[config.mk]
export PLATFORM = sky130hd
export DESIGN_NAME = shift_add_mult16
export DESIGN_NICKNAME = d
export VERILOG_FILES = /design/src/rtl/shift_add_mult16.sv
export SDC_FILE = /design/constraint.sdc
export NUM_CORES = 1
export LEC_CHECK = 0
export ABC_AREA = 1
export BUFFER_PORTS_ARGS = -buffer_cell sky130_fd_sc_hd__buf_2
export CORE_MARGIN = 3
export CORE_UTILIZATION = 30
export DETAILED_ROUTE_END_ITERATION = 7
export GPL_ROUTABILITY_DRIVEN = 0
export PLACE_DENSITY = 0.58
export SLEW_MARGIN = 10
export SYNTH_ARGS = -nofsm -noshare
export SYNTH_HDL_FRONTEND = slang
export SYNTH_SLANG_ARGS = --single-unit
export TNS_END_PERCENT = 20
[constraint.sdc]
create_clock -name clk -period 2.9 [get_ports clk]
set_input_delay 0.87 -clock clk [delete_from_list [all_inputs] [get_ports clk]]
set_output_delay 0.87 -clock clk [all_outputs]
set_load 0.005 [all_outputs]
[src/rtl/shift_add_mult16.sv]
// rtl/shift_add_mult16.sv - sequential unsigned shift-and-add multiplier with carry-increment adder

module cia_adder #(
    parameter int WIDTH = 16
) (
    input  logic [WIDTH-1:0] x,
    input  logic [WIDTH-1:0] y,
    input  logic             cin,
    output logic [WIDTH-1:0] sum,
    output logic             cout
);
    localparam int NB = WIDTH / 4;

    logic [NB:0] c;

    assign c[0] = cin;

    // Each 4-bit block adds with carry-in 0, then increments by the block carry-in.
    for (genvar g = 0; g < NB; g++) begin : g_blk
        logic [4:0] raw;
        assign raw = {1'b0, x[4*g+3:4*g]} + {1'b0, y[4*g+3:4*g]};
        assign sum[4*g+3:4*g] = raw[3:0] + {3'b000, c[g]};
        assign c[g+1] = raw[4] | (c[g] & (&raw[3:0]));
    end

    assign cout = c[NB];
endmodule

module shift_add_mult16 #(
    parameter int WIDTH = 16
) (
    input  logic                 clk,
    input  logic                 rst_n,
    input  logic                 start,
    input  logic [WIDTH-1:0]     a,
    input  logic [WIDTH-1:0]     b,
    output logic                 busy,
    output logic                 done,
    output logic [2*WIDTH-1:0]   product
);
    localparam int CW = $clog2(WIDTH) + 1;

    if (WIDTH < 4 || (WIDTH % 4) != 0) begin : g_bad_width
        $error("shift_add_mult16: WIDTH must be a multiple of 4 and at least 4");
    end

    typedef enum logic [1:0] {
        IDLE = 2'd0,
        RUN  = 2'd1,
        DONE = 2'd2
    } state_t;

    state_t               state;
    state_t               next_state;
    logic [WIDTH-1:0]     m;
    logic [2*WIDTH-1:0]   p;
    logic [CW-1:0]        cnt;
    logic [2*WIDTH-1:0]   result;

    logic [WIDTH-1:0]     addend;
    logic [WIDTH-1:0]     add_sum;
    logic                 add_cout;
    logic [2*WIDTH-1:0]   p_next;
    logic                 last_iter;

    assign addend = p[0] ? m : '0;

    cia_adder #(.WIDTH(WIDTH)) u_adder (
        .x    (p[2*WIDTH-1:WIDTH]),
        .y    (addend),
        .cin  (1'b0),
        .sum  (add_sum),
        .cout (add_cout)
    );

    // Carry-out lands in the accumulator MSB so full-scale products are kept.
    assign p_next    = {add_cout, add_sum, p[WIDTH-1:1]};
    assign last_iter = (cnt == CW'(WIDTH - 1));

    always_ff @(posedge clk or negedge rst_n) begin
        if (!rst_n) begin
            state <= IDLE;
        end else begin
            state <= next_state;
        end
    end

    always_comb begin
        next_state = state;
        case (state)
            IDLE:    if (start) next_state = RUN;
            RUN:     if (last_iter) next_state = DONE;
            DONE:    next_state = IDLE;
            default: next_state = IDLE;
        endcase
    end

    always_ff @(posedge clk or negedge rst_n) begin
        if (!rst_n) begin
            m      <= '0;
            p      <= '0;
            cnt    <= '0;
            result <= '0;
        end else begin
            case (state)
                IDLE: begin
                    if (start) begin
                        m   <= a;
                        p   <= {{WIDTH{1'b0}}, b};
                        cnt <= '0;
                    end
                end
                RUN: begin
                    p   <= p_next;
                    cnt <= cnt + CW'(1);
                    if (last_iter) begin
                        result <= p_next;
                    end
                end
                default: begin
                end
            endcase
        end
    end

    assign busy    = (state == RUN);
    assign done    = (state == DONE);
    assign product = result;
endmodule

==> reports/metrics.csv <==
stage,metric,value,unit
outcome,status,"finished, final reports clean",
place,post-DP HPWL,6720,microns
route,DRT Wirelength,9260,microns
critical_path,Worst Setup EP,product[29],
logic_synthesis,mapped cell area,4170,sq um
power_and_ir_drop,Peak VDD IR,0.000379,V
timing,final hold violation count,0,
timing,Worst Max-Slew Pin Slew,636,ps
global_route,Congestion Overflow GR,0,
critical_path,Crit path max-delay family,adder cells,
die,Die Wd,124,microns
route,routed vias/inst,4.47,
critical_path,crit start category,register,
route,drt initial violations,192,
cells_and_area,"commonest non-fill, non-tap cells in the layout","159 x nand2_1, 87 x dfrtp_1, 67 x buf_2",
flow_run,max-cap violations,0,
die,initial core utilization,0.311,
clocking,insertion delay of the later-clocked pin in the worst-skew pair,340,ps
critical_path,Crit path required time,3160,ps
critical_path,reg-to-reg startpoint,p[0],
timing,Fmax achieved,370,MHz
clocking,total clock sinks,87,
timing,Tcrit/Tclk final,0.932,
place,dpl ws,200,ps
global_route,pin count of the biggest net entering global routing,48,
die,# IOs,69,
critical_path,CP bufs+invs,1,
clocking,total CTS buffers,9,
power_and_ir_drop,PwrDens,1090,nW/um^2
critical_path,R2R depth,14,
timing,Final Slew Violations,0,
cells_and_area,Diodes inserted,0,
clocking,clk slew on worst S/H paths,60,ps
place,PortBufs,68,
route,Pre-Repair DR Iteration Count,4,
logic_synthesis,Synth top area share,0.522,
timing,setup TNS,0,ps
route,Routed Antenna Nets,0,
place,Placed Area,4700,sq um
clocking,CTS Hold Bufs,0,
logic_synthesis,"top cells by area, synth","dfrtp_1 52%, nand2_1 14%, ha_1 7.2%",
critical_path,CP peak stage delay,520,ps
timing,"Min Clock Period, post-route",2700,ps
route,Via Count,3176,
critical_path,Worst path depth,14,
global_route,initial antenna violation count,0,
min_path,Worst Hold Class,register to register,
cells_and_area,P&R area growth vs syn,19.9,%
cells_and_area,final core occ,0.373,
clocking,Root Buffer,clkbuf_16,
critical_path,critical path's slowest cell,dfrtp_1,
cells_and_area,Non-Filler Instances,711,
timing,clk_skew,5.62,ps
cells_and_area,fraction of layout instances using a drive strength above 1,0.189,
timing,worst setup margin,197,ps
die,core area,13400,sq um
die,Rows,42,
critical_path,Setup crit end kind,register,
logic_synthesis,Post-Synthesis Cells,463,
logic_synthesis,Mean Syn Cell Area,9.00,sq um
clocking,htree depth,3,
critical_path,CP Max Fanout,12,
logic_synthesis,dominant cell type by area after synthesis,dfrtp_1,
timing,final setup fails,0,
logic_synthesis,post-synthesis cell type count,29,
critical_path,Reg-to-Reg End,product[29],
global_route,GRT Overall Usage,0.132,
clocking,TritonCTS clock tree,built,
timing,Max-slew headroom,0.576,
cells_and_area,final instance area,5000,sq um
critical_path,worst path arrival time,2960,ps
logic_synthesis,sequential-to-total area share from yosys stat,0.522,
timing,RSZ-0062 raised after global routing,no,
clocking,CTS resizes,0,
power_and_ir_drop,Leakage,2.68,nW
critical_path,crit path cell chain,"nand2_1, inv_1, ha_1, fa_1, xnor2_1, nor2_2, nand2_1, nor2_1, nand2_1, nand2_2, ha_1, ha_1, xor2_1, o21ai_0",
clocking,buffer count from post-CTS setup fixing,0,
global_route,vias in the first global route,3223,
critical_path,internal reg-to-reg setup slack,200,ps
route,DRC Markers,0,
global_route,first-pass GRT wire length,15700,microns
logic_synthesis,Yosys reg bits,87,
die,die area,15300,sq um
critical_path,crit path from,p[0],
logic_synthesis,"Net Count, Synth",526,
cells_and_area,Post-layout nets,593,
route,drt wl/cell,13.0,microns
logic_synthesis,Syn. warnings,0,
cells_and_area,"leading cell type in the layout, fill and taps excluded",nand2_1,
die,Chip Height,124,microns
place,Placed Cells incl. Taps,695,
critical_path,Crit Path Category,register to register,
clocking,Max Buffers Root-to-Sink,2,
## registers in the layout (all words and copies together), names as in the netlist
register,cells
cnt,5
m,16
product,32
state,2
p,32
## where the power goes
group	leakage [nW]	total [W]	switching [W]	internal, W
clock	0.144	0.00116	0.000470	0.000686
sequential	1.07	0.00206	0.000309	0.00175
combinational	1.46	0.00223	0.00132	0.000902
total	2.68	0.00544	0.00210	0.00334
## worst min path at each step
stage / start / to / slack (ps) / depth (start not counted)
finish: product[2] / product[2] / 480 / 2
global route: product[31] / product[31] / 500 / 2
CTS: product[2] / product[2] / 490 / 2
detailed placement: product[2] / product[2] / 470 / 2
global placement: product[31] / product[31] / 460 / 2
floorplan: m[1] / m[1] / 450 / 2
## tightest hold or removal path, cell delays in order (launching register included)
cell	delay, ps
dfrtp_1	340
nand2_1	50
o21ai_0	50
## per-stage QoR
stage	hold slack [ps]	power (W)
after floorplan	449	0.00365
after global placement	461	0.00427
after detailed placement	469	0.00436
after CTS	485	0.00554
after global routing	499	0.00597
final	479	0.00544
## area by class of cell
cell class / instances / area [sq um]
inverters: 57 / 214
fillers: 1375 / 8400
clock buffers: 10 / 239
flip-flops and latches: 87 / 2180
clock inverters: 6 / 60.1
repair buffers: 74 / 400
multi-input cells: 301 / 1690
well taps: 176 / 220
## logic make-up after synthesis
family,Yosys count,synth area share
AOI/OAI and AO/OA,74,0.105
xor gates and xnor gates,12,0.0252
adders and majority gates,28,0.0913
buffers and inverters,75,0.0726
DFF,87,0.522
and+or+nand+nor,187,0.183
## per-layer routing
layer / part of all wire / vias to the layer above / track usage
met3: 0.044 / 13 / 0.0372
met2: 0.46 / 49 / 0.209
met4: 0.021 / 0 / 0.0491
li1: - / 1618 / -
met5: 0 / - / 0
met1: 0.47 / 1496 / 0.173
## Yosys cell counts (all sizes together)
library cell,count
a21oi,5
nand4,3
ha,24
nand3b,1
nor2,10
xor2,5
nand3,10
o221ai,15
dfrtp,87
fa,4
o22ai,3
nand2,163
inv,57
o21ai,48
o211ai,1
xnor2,7
buf,8
clkbuf,10
a21o,1
a22o,1
Note: power is estimated with default switching activity, not from simulation.
